<file path="src/rtl/aes_cmd_sched.sv">
// aes_cmd_sched: one-at-a-time SET_KEY/ENCRYPT sequencer in front of the AES core, with a watchdog
// Ports:
//   i_clk, i_reset (sync, active-low)
//   i_s_valid/o_s_ready, i_s_cmd/i_s_key/i_s_data  command slave port
//   o_m_valid/i_m_ready, o_m_data/o_m_status        response master port (00 ok, 01 no key, 10 timeout, 11 bad opcode)
//   o_core_en/o_core_cmd/o_core_key/o_core_plaintext, i_core_ciphertext/i_core_en_o  core side
//   o_key_loaded, o_busy                            status
module aes_cmd_sched #(
    parameter int TIMEOUT = 64,
    parameter int WORD_W = 32,
    parameter int KEY_W = 128,
    parameter int BLK_W = 128,
    parameter logic [WORD_W-1:0] SET_KEY = 1,
    parameter logic [WORD_W-1:0] ENCRYPT = 2
) (
    input  logic              i_clk,
    input  logic              i_reset,
    input  logic              i_s_valid,
    output logic              o_s_ready,
    input  logic [WORD_W-1:0] i_s_cmd,
    input  logic [KEY_W-1:0]  i_s_key,
    input  logic [BLK_W-1:0]  i_s_data,
    output logic              o_m_valid,
    input  logic              i_m_ready,
    output logic [BLK_W-1:0]  o_m_data,
    output logic [1:0]        o_m_status,
    output logic              o_core_en,
    output logic [WORD_W-1:0] o_core_cmd,
    output logic [KEY_W-1:0]  o_core_key,
    output logic [BLK_W-1:0]  o_core_plaintext,
    input  logic [BLK_W-1:0]  i_core_ciphertext,
    input  logic              i_core_en_o,
    output logic              o_key_loaded,
    output logic              o_busy
);
    localparam int CW = $clog2(TIMEOUT);
    localparam logic [CW-1:0] LAST = CW'(TIMEOUT - 1);

    typedef enum logic [1:0] {IDLE, ISSUE, WAIT, RESP} state_t;

    state_t            r_state;
    logic [WORD_W-1:0] r_cmd;
    logic [KEY_W-1:0]  r_key;
    logic [BLK_W-1:0]  r_data;
    logic [CW-1:0]     r_cnt;
    logic [BLK_W-1:0]  r_m_data;
    logic [1:0]        r_m_status;
    logic              r_key_loaded;
    logic              w_act;

    always_ff @(posedge i_clk) begin
        if (!i_reset) begin
            r_state      <= IDLE;
            r_cmd        <= '0;
            r_key        <= '0;
            r_data       <= '0;
            r_cnt        <= '0;
            r_m_data     <= '0;
            r_m_status   <= 2'b00;
            r_key_loaded <= 1'b0;
        end else begin
            case (r_state)
                IDLE: if (i_s_valid) begin
                    r_cmd  <= i_s_cmd;
                    r_key  <= i_s_key;
                    r_data <= i_s_data;
                    if (i_s_cmd != SET_KEY && i_s_cmd != ENCRYPT) begin
                        r_state    <= RESP;
                        r_m_status <= 2'b11;
                    end else if (i_s_cmd == ENCRYPT && !r_key_loaded) begin
                        r_state    <= RESP;
                        r_m_status <= 2'b01;
                    end else
                        r_state <= ISSUE;
                end
                ISSUE: begin
                    // the resident schedule is being overwritten from this point on
                    if (r_cmd == SET_KEY)
                        r_key_loaded <= 1'b0;
                    r_cnt   <= '0;
                    r_state <= WAIT;
                end
                WAIT: begin
                    r_cnt <= r_cnt + 1'b1;
                    // completion takes priority over a coincident timeout
                    if (i_core_en_o) begin
                        r_state    <= RESP;
                        r_m_status <= 2'b00;
                        if (r_cmd == SET_KEY)
                            r_key_loaded <= 1'b1;
                        else
                            r_m_data <= i_core_ciphertext;
                    end else if (r_cnt == LAST) begin
                        r_state    <= RESP;
                        r_m_status <= 2'b10;
                    end
                end
                RESP: if (i_m_ready) begin
                    r_state    <= IDLE;
                    r_m_data   <= '0;
                    r_m_status <= 2'b00;
                end
                default: r_state <= IDLE;
            endcase
        end
    end

    assign w_act            = r_state == ISSUE || r_state == WAIT;
    assign o_s_ready        = i_reset && r_state == IDLE;
    assign o_m_valid        = r_state == RESP;
    assign o_m_data         = r_m_data;
    assign o_m_status       = r_m_status;
    assign o_core_en        = r_state == ISSUE;
    assign o_core_cmd       = w_act ? r_cmd : '0;
    assign o_core_key       = w_act ? r_key : '0;
    assign o_core_plaintext = w_act ? r_data : '0;
    assign o_key_loaded     = r_key_loaded;
    assign o_busy           = r_state != IDLE;
endmodule
</file>
<file path="config.mk">
export PLATFORM = sky130hd
export DESIGN_NAME = aes_cmd_sched
export DESIGN_NICKNAME = d
export VERILOG_FILES = /design/src/rtl/aes_cmd_sched.sv
export SDC_FILE = /design/constraint.sdc
export NUM_CORES = 1
export LEC_CHECK = 0
export CAP_MARGIN = 25
export CORE_AREA = 4 4 323 325
export DETAILED_ROUTE_END_ITERATION = 10
export DIE_AREA = 0 0 327 329
export PLACE_DENSITY = 0.43
export SYNTH_ARGS = -nofsm -noshare
export SYNTH_HDL_FRONTEND = slang
export SYNTH_SLANG_ARGS = --single-unit
</file>
<file path="constraint.sdc">
create_clock -name i_clk -period 3.35 [get_ports i_clk]
set_input_delay 0.67 -clock i_clk [delete_from_list [all_inputs] [get_ports i_clk]]
set_output_delay 0.67 -clock i_clk [all_outputs]
set_load 0.01 [all_outputs]
</file>
==> results.cfg <==
[power]
p_leak_nw = 10.92
powerDensity_nw_per_um2 = 689.1
vdd_drop_max_v = 0.0004642

[drt]
first_pass_iters = 5
vias = 16410
wl_mm = 87.79
post_drt_wl_per_cell_um = 21.02
drc = 0
via_per_inst = 3.929
drtIter0Drc = 657
drtAntennaViolNets = 0

[critical_path]
cp_slowest_stage_delay_ns = 0.57
critPathArrivalTime_ns = 2.53
critPathRequiredTime_ns = 2.68
cp-start-kind = flip-flop
crit_chain = inv_1 -> ha_4 -> buf_12 -> clkbuf_16 -> and2_1 -> clkdlybuf4s50_1
criticalPathCategory = reg -> out
critPathSlowestCell = clkdlybuf4s50_1
end_kind = output pin
rrSetupSlack_ns = 0.81
cp_max_fo = 24

[grt]
grt_pass1_wl_mm = 120.9
grt_usage_pct = 15.32
grt_max_degree = 160
grt_pass1_vias = 16670
overflow = 0
antenna_found_initial = 30

[yosys]
yosys.area.top_type = dfxtp_1
seq_area_frac_synth_pct = 49.71
synth_area_um2 = 17200
syn_area_per_cell_um2 = 8.788
synthDistinctLibCells = 33
yosysTopAreaCellShare_pct = 49.71
yosysMostFrequentCell = nand2_1
synth_ff_type = dfxtp_1
syn_nets = 2384
synthTopCellsByCount = nand2_1, dfxtp_1, a21boi_0, and2_1, a22o_1
yosys-top-cells-area = dfxtp_1, nand2_1, a21boi_0, and2_1, a22o_1
ys_warn_count = 0
syn_inst = 1957
synth_edf_count = 0
ys_ff_latch = 427
async_flop_share_pct = 0

[timing]
rsz0062_at_grt = no
slew_viol_final = 0
finClkSkew_ns = 0.05975
fin_crit_sh_pct = 95.50
slew_headroom_pct = 39.16
setup_viol = 0
hold_viol_final = 0
fmax_ghz = 0.3126
setup-tns-final_ns = 0
finalWorstSetupSlack_ns = 0.1508
worst_slew_pin_slew_ns = 0.9126
finalCriticalPeriod_ns = 3.199

[placed_design]
gp_congestion = 0.8237
dp_cells = 4053
place_area_um2 = 27120
io_buffers = 843
hpwl_mm = 65.80
pre_cts_ws_ns = 0.5107

[clocking]
ctsHoldBuffers = 0
clock_latency_ns = 0.66
clockBufferDepth = 3
cts_num_sinks = 427
cts_root_buf = clkbuf_16
cts_buffers = 55
cts.clk_slew.worst_paths_ns = 0.06
tritoncts = yes
h-tree-depth = 2

[final_layout]
final_area_um2 = 29180
area_delta_synth_final_pct = 69.68
drive_above_1_share_pct = 5.371
fin_util_pct = 28.76
fin_cells = 4177
nets = 3177

[floorplan]
start_util_pct = 16.95
die_area_um2 = 107600
fp.dieH_um = 329
die_width_um = 327
design.core.area_um2 = 101400
num_rows = 117
ios = 844

[flow_run]
cap_viol_max_count = 0

[outcome]
status = finished, final reports clean

[worst_hold_path]
min_path_type = in -> reg
-- what timing repair did --
item	CTS	global route
gates cloned	2	2
endpoints found under the setup margin	286	131
pin swaps	1	0
buffers inserted	3	1
gates resized for setup	57	11
-- layout make-up --
type | instances | area (um2)
Fill cell | 10890 | 72270
Timing Repair Buffer | 893 | 9149
Sequential cell | 427 | 8549
Multi-Input combinational cell | 1367 | 7860
Tap cell | 1368 | 1712
Clock buffer | 82 | 1618
Clock inverter | 18 | 230.2
Antenna cell | 16 | 40.04
Inverter | 6 | 22.52
-- per-layer routing --
metal | vias to the layer above | wire length, um | global-route usage [%] | part of all wire (%)
li1 | 8068 | - | - | -
met3 | 117 | 8161 | 6.517 | 9.3
met2 | 580 | 43370 | 26.97 | 49
met4 | 18 | 2327 | 5.254 | 2.7
met5 | - | 123 | 0 | 0.14
met1 | 7630 | 33800 | 16.52 | 39
-- layout by cell type (no fill, tap or decap), types with 2 or more instances in the layout --
master           Yosys  layout
a21boi_0           290     290
a21oi_1              2       2
a22o_1             128     128
and2_1             290     287
and2_4               0       3
buf_12               0      18
buf_16               0       5
buf_4                2      24
bufinv_16            0       3
clkbuf_1           106      13
clkbuf_16            0      57
clkbuf_8             0      15
clkdlybuf4s50_1      0     789
clkinv_2             0       7
clkinvlp_4           0       4
dfxtp_1            427     426
diode_2              0      16
dlygate4sd2_1        0      45
dlymetal6s2s_1       0       8
ha_1                 6       5
inv_1                6       5
mux2i_1              3       3
nand2_1            591     590
nand3_1              4       4
nand4_1              5       5
nor2_1               8       7
nor4_1              16      16
o21ai_0              5       5
or3_1                2       2
xor2_1               4       4
-- stage by stage --
stage | hold slack (ns) | total power [mW]
after floorplan | 0.4388 | 9.767
after global placement | 0.4480 | 13.81
after detailed placement | 0.4526 | 13.78
after CTS | 0.2862 | 20.43
after global routing | 0.3204 | 21.38
final | 0.3608 | 20.11
-- cell families after synthesis --
| family | count (synthesis) | synth area share (%) |
|---|---|---|
| AND/OR/NAND/NOR | 922 | 24.86 |
| multiplexers | 3 | 0.1746 |
| XOR/XNOR | 4 | 0.2037 |
| adder cells (fa/ha/maj) | 6 | 0.4365 |
| AO/OA/AOI/OAI | 432 | 19.72 |
| buffers and inverters | 163 | 4.904 |
| flip-flops | 427 | 49.71 |
-- registers in the layout, summed over array words and instances, names as in the netlist --
name,count
o_key_loaded,1
o_m_data,128
o_m_status,2
r_cmd,32
r_cnt,6
r_data,128
r_key,128
r_state,2
-- report_power, final --
group          leakage (nW)  switching [mW]  internal (mW)
Sequential             3.48           0.554           5.93
Clock                 0.897            2.51           3.58
Combinational          6.54            4.07           3.46
-- critical path, delay by kind of cell, from the launching register on --
kind                       cells  cell delay (ns)
buffers and inverters          4             1.05
and+or+nand+nor                1             0.13
DFF                            1             0.35
adders and majority gates      1             0.31
-- worst paths after layout --
check	to	cells after the start	from
max reg2reg	o_m_data[125]	7	r_cmd[1]
min reg2reg	r_key[119]	2	r_key[119]
max	o_core_key[22]	6	r_state[1]
min	r_state[0]	2	i_reset
Power figures use the tool's default switching activity.
